**src/rtl/riscv_pipe_pkg.sv**
```systemverilog
// Shared types for the pipeline register chain: decoded control payload and default depth.
// No logic; popcount helper used for occupancy and squash accounting.
// Payload layout matches the controller/decoder outputs that feed EX/MEM.
package riscv_pipe_pkg;

    localparam int PIPE_DEPTH_DEFAULT = 3;

    typedef struct packed {
        logic       branch;
        logic       mem_read;
        logic       mem_to_reg;
        logic       mem_write;
        logic       alu_src;
        logic [1:0] alu_op;
        logic       reg_write;
        logic [2:0] funct3;
        logic [6:0] funct7;
    } pipe_ctrl_t;

    // Stage masks are at most 64 bits wide; callers zero-extend into this argument.
    function automatic int unsigned popcount(input logic [63:0] bits);
        int unsigned n;
        n = 0;
        for (int i = 0; i < 64; i++) begin
            n += int'(bits[i]);
        end
        return n;
    endfunction

endpackage

```
**src/rtl/riscv_pipe_chain_if.sv**
```systemverilog
// Handshake, flush and status bundle between upstream/downstream logic and the pipe chain.
// master = surrounding core (or bench), slave = the chain itself.
// Back-pressure travels on out_ready -> in_ready inside the chain.
interface riscv_pipe_chain_if
    import riscv_pipe_pkg::*;
#(
    parameter int DEPTH = PIPE_DEPTH_DEFAULT,
    parameter int WIDTH = 64,
    parameter int CNT_W = 32
) ();

    logic                       in_valid;
    logic                       in_ready;
    logic [WIDTH-1:0]           in_data;
    logic                       in_kill;
    logic [DEPTH-1:0]           flush_mask;
    logic                       out_valid;
    logic                       out_ready;
    logic [WIDTH-1:0]           out_data;
    logic [$clog2(DEPTH+1)-1:0] occupancy;
    logic [CNT_W-1:0]           stall_cnt;
    logic [CNT_W-1:0]           flush_cnt;

    modport master (
        output in_valid, in_data, in_kill, flush_mask, out_ready,
        input  in_ready, out_valid, out_data, occupancy, stall_cnt, flush_cnt
    );

    modport slave (
        input  in_valid, in_data, in_kill, flush_mask, out_ready,
        output in_ready, out_valid, out_data, occupancy, stall_cnt, flush_cnt
    );

endinterface

```
**src/rtl/riscv_pipe_slot.sv**
```systemverilog
// One pipeline stage: valid bit plus payload register with load / hold / squash.
// Latency 1 cycle from load to v; data holds whenever load is low.
// No back-pressure of its own: the parent decides load and keep.
module riscv_pipe_slot
    import riscv_pipe_pkg::*;
#(
    parameter int WIDTH = 64
) (
    input  logic             clk,
    input  logic             rst,
    input  logic             load,
    input  logic             keep,
    input  logic [WIDTH-1:0] din,
    output logic             v,
    output logic [WIDTH-1:0] q
);

    always_ff @(posedge clk) begin
        if (rst) begin
            v <= 1'b0;
            q <= '0;
        end else begin
            v <= load | keep;
            if (load) begin
                q <= din;
            end
        end
    end

endmodule

```
**src/rtl/riscv_pipe_chain.sv**
```systemverilog
// In-order DEPTH-stage register chain with per-stage squash; optional counters under PIPE_PERF_EN.
// Latency DEPTH cycles on an empty chain, 1 entry/cycle throughput.
// Back-pressure: in_ready is a combinational ripple from out_ready through every stage.
module riscv_pipe_chain
    import riscv_pipe_pkg::*;
#(
    parameter int DEPTH = PIPE_DEPTH_DEFAULT,
    parameter int WIDTH = 64,
    parameter int CNT_W = 32
) (
    input  logic              clk,
    input  logic              rst,
    riscv_pipe_chain_if.slave bus
);

    localparam int OCC_W = $clog2(DEPTH+1);

    logic [DEPTH-1:0] v;
    logic [DEPTH-1:0] live;
    logic [DEPTH-1:0] move;
    logic [DEPTH-1:0] load;
    logic [DEPTH-1:0] keep;
    logic [DEPTH-1:0] v_next;
    logic [WIDTH-1:0] data [DEPTH];
    logic             chain_rdy;
    logic [OCC_W-1:0] occ_q;

    // A squashed occupant is treated as empty in the very cycle it is squashed.
    assign live = v & ~bus.flush_mask;

    always_comb begin
        chain_rdy = bus.out_ready;
        move      = '0;
        for (int i = DEPTH-1; i >= 0; i--) begin
            move[i]   = live[i] & chain_rdy;
            chain_rdy = ~live[i] | move[i];
        end
    end

    always_comb begin
        load    = '0;
        load[0] = bus.in_valid & chain_rdy & ~bus.in_kill;
        for (int i = 1; i < DEPTH; i++) begin
            load[i] = move[i-1];
        end
    end

    assign keep   = live & ~move;
    assign v_next = load | keep;

    for (genvar g = 0; g < DEPTH; g++) begin : g_stage
        if (g == 0) begin : g_head
            riscv_pipe_slot #(.WIDTH(WIDTH)) u_slot (
                .clk  (clk),
                .rst  (rst),
                .load (load[g]),
                .keep (keep[g]),
                .din  (bus.in_data),
                .v    (v[g]),
                .q    (data[g])
            );
        end else begin : g_body
            riscv_pipe_slot #(.WIDTH(WIDTH)) u_slot (
                .clk  (clk),
                .rst  (rst),
                .load (load[g]),
                .keep (keep[g]),
                .din  (data[g-1]),
                .v    (v[g]),
                .q    (data[g])
            );
        end
    end

    always_ff @(posedge clk) begin
        if (rst) begin
            occ_q <= '0;
        end else begin
            occ_q <= OCC_W'(popcount(64'(v_next)));
        end
    end

    assign bus.in_ready  = chain_rdy;
    assign bus.out_valid = live[DEPTH-1];
    assign bus.out_data  = data[DEPTH-1];
    assign bus.occupancy = occ_q;

`ifdef PIPE_PERF_EN
    logic [CNT_W-1:0] stall_q;
    logic [CNT_W-1:0] flush_q;

    // Counters wrap naturally at 2^CNT_W.
    always_ff @(posedge clk) begin
        if (rst) begin
            stall_q <= '0;
            flush_q <= '0;
        end else begin
            if (live[DEPTH-1] & ~bus.out_ready) begin
                stall_q <= stall_q + 1'b1;
            end
            flush_q <= flush_q + CNT_W'(popcount(64'(v & bus.flush_mask)));
        end
    end

    assign bus.stall_cnt = stall_q;
    assign bus.flush_cnt = flush_q;
`else
    assign bus.stall_cnt = {CNT_W{1'b0}};
    assign bus.flush_cnt = {CNT_W{1'b0}};
`endif

endmodule

```
**src/flat_wrapper.sv**
```systemverilog
// flat-port wrapper written by rule: the top's interface ports become plain ports
module riscv_pipe_chain_flat import riscv_pipe_pkg::*;
#(
    parameter int DEPTH = PIPE_DEPTH_DEFAULT,
    parameter int WIDTH = 64,
    parameter int CNT_W = 32
)
  (clk, rst, bus_in_valid, bus_in_data, bus_in_kill, bus_flush_mask, bus_out_ready, bus_in_ready, bus_out_valid, bus_out_data, bus_occupancy, bus_stall_cnt, bus_flush_cnt);
  riscv_pipe_chain_if #(.DEPTH(DEPTH), .WIDTH(WIDTH), .CNT_W(CNT_W)) bus_i ();
  input  logic clk;
  input  logic rst;
  input wire logic [$bits(bus_i.in_valid)-1:0] bus_in_valid;
  input wire logic [$bits(bus_i.in_data)-1:0] bus_in_data;
  input wire logic [$bits(bus_i.in_kill)-1:0] bus_in_kill;
  input wire logic [$bits(bus_i.flush_mask)-1:0] bus_flush_mask;
  input wire logic [$bits(bus_i.out_ready)-1:0] bus_out_ready;
  output wire logic [$bits(bus_i.in_ready)-1:0] bus_in_ready;
  output wire logic [$bits(bus_i.out_valid)-1:0] bus_out_valid;
  output wire logic [$bits(bus_i.out_data)-1:0] bus_out_data;
  output wire logic [$bits(bus_i.occupancy)-1:0] bus_occupancy;
  output wire logic [$bits(bus_i.stall_cnt)-1:0] bus_stall_cnt;
  output wire logic [$bits(bus_i.flush_cnt)-1:0] bus_flush_cnt;
  assign bus_i.in_valid = bus_in_valid;
  assign bus_i.in_data = bus_in_data;
  assign bus_i.in_kill = bus_in_kill;
  assign bus_i.flush_mask = bus_flush_mask;
  assign bus_i.out_ready = bus_out_ready;
  assign bus_in_ready = bus_i.in_ready;
  assign bus_out_valid = bus_i.out_valid;
  assign bus_out_data = bus_i.out_data;
  assign bus_occupancy = bus_i.occupancy;
  assign bus_stall_cnt = bus_i.stall_cnt;
  assign bus_flush_cnt = bus_i.flush_cnt;
  riscv_pipe_chain #(.DEPTH(DEPTH), .WIDTH(WIDTH), .CNT_W(CNT_W)) u_core (.clk(clk), .rst(rst), .bus(bus_i));
endmodule
```
**config.mk**
```make
export PLATFORM = sky130hd
export DESIGN_NAME = riscv_pipe_chain_flat
export DESIGN_NICKNAME = d
export VERILOG_FILES = /design/src/rtl/riscv_pipe_pkg.sv /design/src/rtl/riscv_pipe_chain_if.sv /design/src/rtl/riscv_pipe_slot.sv /design/src/rtl/riscv_pipe_chain.sv /design/src/flat_wrapper.sv
export SDC_FILE = /design/constraint.sdc
export NUM_CORES = 1
export LEC_CHECK = 0
export CAP_MARGIN = 30
export CORE_MARGIN = 1
export CORE_UTILIZATION = 48
export CTS_BUF_LIST = sky130_fd_sc_hd__clkbuf_8 sky130_fd_sc_hd__clkbuf_16
export DETAILED_ROUTE_END_ITERATION = 12
export PLACE_DENSITY_LB_ADDON = 0.3
export SLEW_MARGIN = 10
export SYNTH_ARGS = -nofsm -noshare
export SYNTH_HDL_FRONTEND = slang
export SYNTH_HIERARCHICAL = 1
export SYNTH_SLANG_ARGS = --single-unit
```
**constraint.sdc**
```tcl
create_clock -name clk -period 2.42 [get_ports clk]
set_clock_uncertainty 0.1 [all_clocks]
set_input_delay 0.242 -clock clk [delete_from_list [all_inputs] [get_ports clk]]
set_output_delay 0.242 -clock clk [all_outputs]
set_load 0.05 [all_outputs]
```
After elaboration in Yosys (flattened, before gate mapping)
Index checks and enable logic that the tools add are counted.
- add/sub/neg operators: 2
- bitwise gates (word level): 20
- operators by type and width (kind ; number):
    $and A3 B3 Y3 ; 2
    $not A3 Y3 ; 2
    $or A1 B1 Y1 ; 6
    $and A1 B1 Y1 ; 5
    $not A1 Y1 ; 4
    $or A3 B3 Y3 ; 1
    $add A1 B1 Y2 ; 1
    $add A2 B1 Y2 ; 1
- logic and storage cells: 29
- output and inout bits: 132
- bits in registers: 197

Longest topological paths before layout
Gate-level depths: netlist (run 1).
- depth after elaboration: 13
- depth in mapped cells: 8
- mapped depth without buffers: 5

Cells and area by module
Netlist (run 1), hierarchy kept.
- modules (own cells, without submodules) (module ; cells each ; area an instance (um^2) ; times used):
    riscv_pipe_slot ; 209 ; 2311.0 ; 3
    riscv_pipe_chain ; 87 ; 681.9 ; 1

Least setup slack after synthesis (run 1)
No wires, ideal clock.
- path kind: register to register
- from: register u_core.g_stage[2].g_body.u_slot.v
- to: register u_core.occ_q[0] (netlist: u_core/bus.occupancy[0])
- stages on the path, launching flop included: 6
- arrival: 1.556 ns
- required time: 2.206 ns
- clock period less this slack: 1.770 ns
- setup slack: 0.650 ns
- cell sequence: dfxtp_1 > or3b_1 > buf_6 > o31ai_4 > fa_1 > nor2b_1
- word-level cells in the longest chain between the ends: 12
- elaborated cells on any way between the ends: 15
- those cells by class: add/sub (2); bitwise (13)
- RTL lines (element ; line ; text):
    start: declaration ; riscv_pipe_slot.sv:14 ; output logic v,
    start signal: assignment ; riscv_pipe_slot.sv:23 ; v <= load | keep;
    $and A3 B3 Y3 (*) ; riscv_pipe_chain.sv:29 ; assign live = v & ~bus.flush_mask;
    $and A1 B1 Y1 / $not A1 Y1 (equally long branches) ; riscv_pipe_chain.sv:35, riscv_pipe_chain.sv:36 ;
    $or A1 B1 Y1 ; riscv_pipe_chain.sv:36 ; chain_rdy = ~live[i] | move[i];
    $and A1 B1 Y1 ; riscv_pipe_chain.sv:35 ; move[i] = live[i] & chain_rdy;
    $or A1 B1 Y1 ; riscv_pipe_chain.sv:36 ;
    $and A1 B1 Y1 ; riscv_pipe_chain.sv:35 ;
    $or A1 B1 Y1 ; riscv_pipe_chain.sv:36 ;
    $and A1 B1 Y1 (2 in series) ; riscv_pipe_chain.sv:42 ; load[0] = bus.in_valid & chain_rdy & ~bus.in_kill;
    $or A3 B3 Y3 (*) ; riscv_pipe_chain.sv:49 ; assign v_next = load | keep;
    $add A1 B1 Y2 ; riscv_pipe_pkg.sv:25 ; n += int'(bits[i]);
    $add A2 B1 Y2 (*) ; riscv_pipe_pkg.sv:25 ;
    end signal: assignment ; riscv_pipe_chain.sv:79 ; occ_q <= OCC_W'(popcount(64'(v_next)));
    end: declaration ; riscv_pipe_chain.sv:26 ; logic [OCC_W-1:0] occ_q;
Mark *: on every way between the ends. The rest lies on a longest branch, timed or not.
A chain may end at the register's enable or synchronous reset.

Worst setup path in the final report (run 1)
- from: register u_core.g_stage[2].g_body.u_slot.v
- to: output bus_in_ready
- word-level cells in the longest chain between the ends: 7
- elaborated cells on any way between the ends: 8
- those cells by class: bitwise (8)
- RTL lines (element ; line ; text):
    $and A3 B3 Y3 (*) ; riscv_pipe_chain.sv:29 ;
    $and A1 B1 Y1 / $not A1 Y1 (equally long branches) ; riscv_pipe_chain.sv:35, riscv_pipe_chain.sv:36 ;
    $or A1 B1 Y1 (*) ; riscv_pipe_chain.sv:36 ;
    $and A1 B1 Y1 (*) ; riscv_pipe_chain.sv:35 ;
    $or A1 B1 Y1 (*) ; riscv_pipe_chain.sv:36 ;
    $and A1 B1 Y1 (*) ; riscv_pipe_chain.sv:35 ;
    $or A1 B1 Y1 (*) ; riscv_pipe_chain.sv:36 ;
    end: declaration ; flat_wrapper.sv:17 ; output wire logic [$bits(bus_i.in_ready)-1:0] bus_in_ready;
Marks and branches as above.

==> flow_summary.yaml, run 1 <==
clock_network:
  clkSlewWorstSetupHoldPaths_ns: 0.07
  postCtsSetupRepairBufs: 0
  ctsHoldBuffers: 0
  cts_buffer_depth: 2
  cts_tree: "yes"
  ctsResizeCount: 0
  clkLatencyLatePin_ns: 0.42
  numCtsBuffers: 17
  htree_levels: 4
  cts-root-buf: "clkbuf_16"
  cts_sinks: 197
critical_path:
  path_max_fanout: 7
  end_kind: "primary output"
  critical_path.top_delay_family: "simple AND/OR/NAND/NOR gates"
  cp.required_ns: 2.08
  startpoint: "u_core/g_stage[2].g_body.u_slot/v$_SDFF_PP0_"
  critical_path.n_buffers_inverters: 2
  criticalPathCategory: "reg2out"
  path_cells: "or3b_1 > inv_2 > nand2_1 > buf_4"
  slowest_stage: "or3b_1"
  arrival_ns: 1.73
  crit_path_start_kind: "register"
  cpPeakStageDelay_ns: 0.52
  worstReg2RegStart: "u_core/g_stage[2].g_body.u_slot/v$_SDFF_PP0_"
floorplanning:
  ioPinCount: 204
  initial_core_util_pct: 49.72
  num_rows: 45
  die_w_um: 128.0
  core_area_um2: 15310
  die_h_um: 128.0
  die_area_um2: 16370
route:
  drt_iter0_markers: 293
  drtPass1Iterations: 6
  drt-vias-per-instance: 4.651
  drt_wl_total_um: 14690
  wl_per_cell_um: 13.79
  drc: 0
  detail-route-antenna-nets: 0
  vias: 4953
yosys:
  synth_top_flop_cell: "dfxtp_1"
  seq_area_frac_synth_pct: 51.79
  synth_area_um2: 7615
  async_flop_share_pct: 0
  syn_inst: 714
  synth_common_cells: "nor2_1 (200), dfxtp_1 (197), mux2i_1 (192), buf_4 (67), clkbuf_1 (18)"
  synth_cell_type_count: 21
  yosys_register_bits: 197
  synthDominantCellAreaShare_pct: 51.79
  synthTopCellsByArea: "dfxtp_1 (52%), mux2i_1 (25%), nor2_1 (9.9%)"
  synth_top_area_cell: "dfxtp_1"
  yosysWarnings: 6
  yosysMostFrequentCell: "nor2_1"
  avgSynthCellArea_um2: 10.66
  synth-edff-count: 0
global_route:
  antenna_found_initial: 0
  overflow: 0
  grt_use_total_pct: 18.50
  grt_first_pass_wirelength_um: 23650
  grt_max_degree: 72
  grt_pass1_vias: 4890
cells_and_area:
  fin_util_pct: 62.00
  areaGrowthSynthToFinish_pct: 24.70
  antenna_cells: 0
  final_nets: 914
  fillers: 1265
  drive_above_1_share_pct: 6.089
run_status:
  status: "complete, no violations"
timing:
  fin_crit_sh_pct: 85.42
  layout_min_cycle_time_ns: 2.067
  hold_viol: 0
  fmax_ghz: 0.4837
  fin_ws_ns: 0.3528
  drv_slew: 0
  rsz0062_at_grt: "false"
  relSlewSlack_pct: 60.06
  tns_ns: 0
  worst_pin_slew_ns: 0.5972
  setup_violations: 0
  whs_ns: 0.1389
power:
  p_leak_nw: 3.531
  total_power_w: 0.006889
  power_density_nw_per_um2: 725.5
  ir_worst_vdd_v: 0.0004391
place:
  hpwl_um: 9865
  port_buffers: 139
  place_ws_ns: 0.1231
  gp_congestion: 0.7220
hold_path:
  hp-start: "rst"
  hold_path.class: "in2reg"
run:
  cap_violations: 0
## power by group
| group | switching [W] | total, W | internal [W] |
|---|---|---|---|
| combinational | 0.000386 | 0.000591 | 0.000204 |
| sequential | 0.0000302 | 0.00333 | 0.00330 |
| clock | 0.00119 | 0.00297 | 0.00177 |
| total | 0.00161 | 0.00689 | 0.00528 |
## final cells by class
type | instances | area (um2) | share of cell area [%]
well taps | 211 | 264.0 | 2.780
repair buffers | 152 | 1575 | 16.59
multi-input cells | 472 | 3073 | 32.36
clock buffers | 22 | 494.2 | 5.205
clock inverters | 10 | 141.4 | 1.489
inverters | 1 | 3.754 | 0.03953
flip-flops and latches | 197 | 3944 | 41.53
## final timing paths
path                                                                            to  slack (ns)  cells past startpoint
worst min register to register  u_core/g_stage[1].g_body.u_slot/q[60]$_SDFFE_PP0P_        0.39                      2
worst max-delay path                                                  bus_in_ready        0.35                      4
worst max register to register   u_core/g_stage[1].g_body.u_slot/q[7]$_SDFFE_PP0P_        0.49                      5
worst min-delay path             u_core/g_stage[2].g_body.u_slot/q[3]$_SDFFE_PP0P_        0.14                      2
## cells in the final DEF (no fill, tap or decap), types with 2 or more instances in the layout
cell | netlist | final
clkbuf_8 | 0 | 5
nand2_1 | 2 | 2
clkdlybuf4s50_1 | 0 | 137
clkbuf_16 | 0 | 17
buf_12 | 0 | 7
dfxtp_1 | 197 | 197
nand2b_1 | 3 | 3
inv_6 | 0 | 3
buf_4 | 67 | 7
nor2b_1 | 3 | 3
nor2_1 | 200 | 199
mux2i_1 | 192 | 192
bufinv_16 | 0 | 3
conb_1 | 1 | 64
## state kept, by name, summed over array words and instances (netlist names)
| signal | count |
|---|---|
| u_core/g_stage.g_body.u_slot/q | 128 |
| u_core/g_stage.g_head.u_slot/q | 64 |
| u_core/bus.occupancy | 2 |
| u_core/g_stage.g_body.u_slot/v | 2 |
| u_core/g_stage.g_head.u_slot/v | 1 |
## stage by stage
stage,instances,area (um2)
2_1_floorplan,777,7851
3_3_place_gp,1033,8860
3_5_place_dp,1033,8860
4_1_cts,1065,9495
5_1_grt,1065,9495
6_report,1065,9495
## routing by layer
layer	GRT usage [%]	wire length, um
met4	7.336	199
met3	4.800	763
met1	21.80	6344
met5	0	0
met2	32.07	7378
## logic make-up after synthesis
kind of cell / count (synthesis) / synth area share, %
muxes: 192 / 25.24
adders and majority gates: 1 / 0.2629
DFF: 197 / 51.79
AOI/OAI and AO/OA: 4 / 0.5421
other: 1 / 0.04925
buffers and inverters: 108 / 11.29
and+or+nand+nor: 211 / 10.83
(Power assumes the default switching activity.)
==> run 2, diff against run 1 <==
--- a/config.mk
+++ b/config.mk
@@ -16,3 +16,4 @@
 export SYNTH_HDL_FRONTEND = slang
 export SYNTH_HIERARCHICAL = 1
 export SYNTH_SLANG_ARGS = --single-unit
+export TNS_END_PERCENT = 10
==> results of run 2 <==
Same layout as run 1: the final DEF is identical, and so are final timing and power.
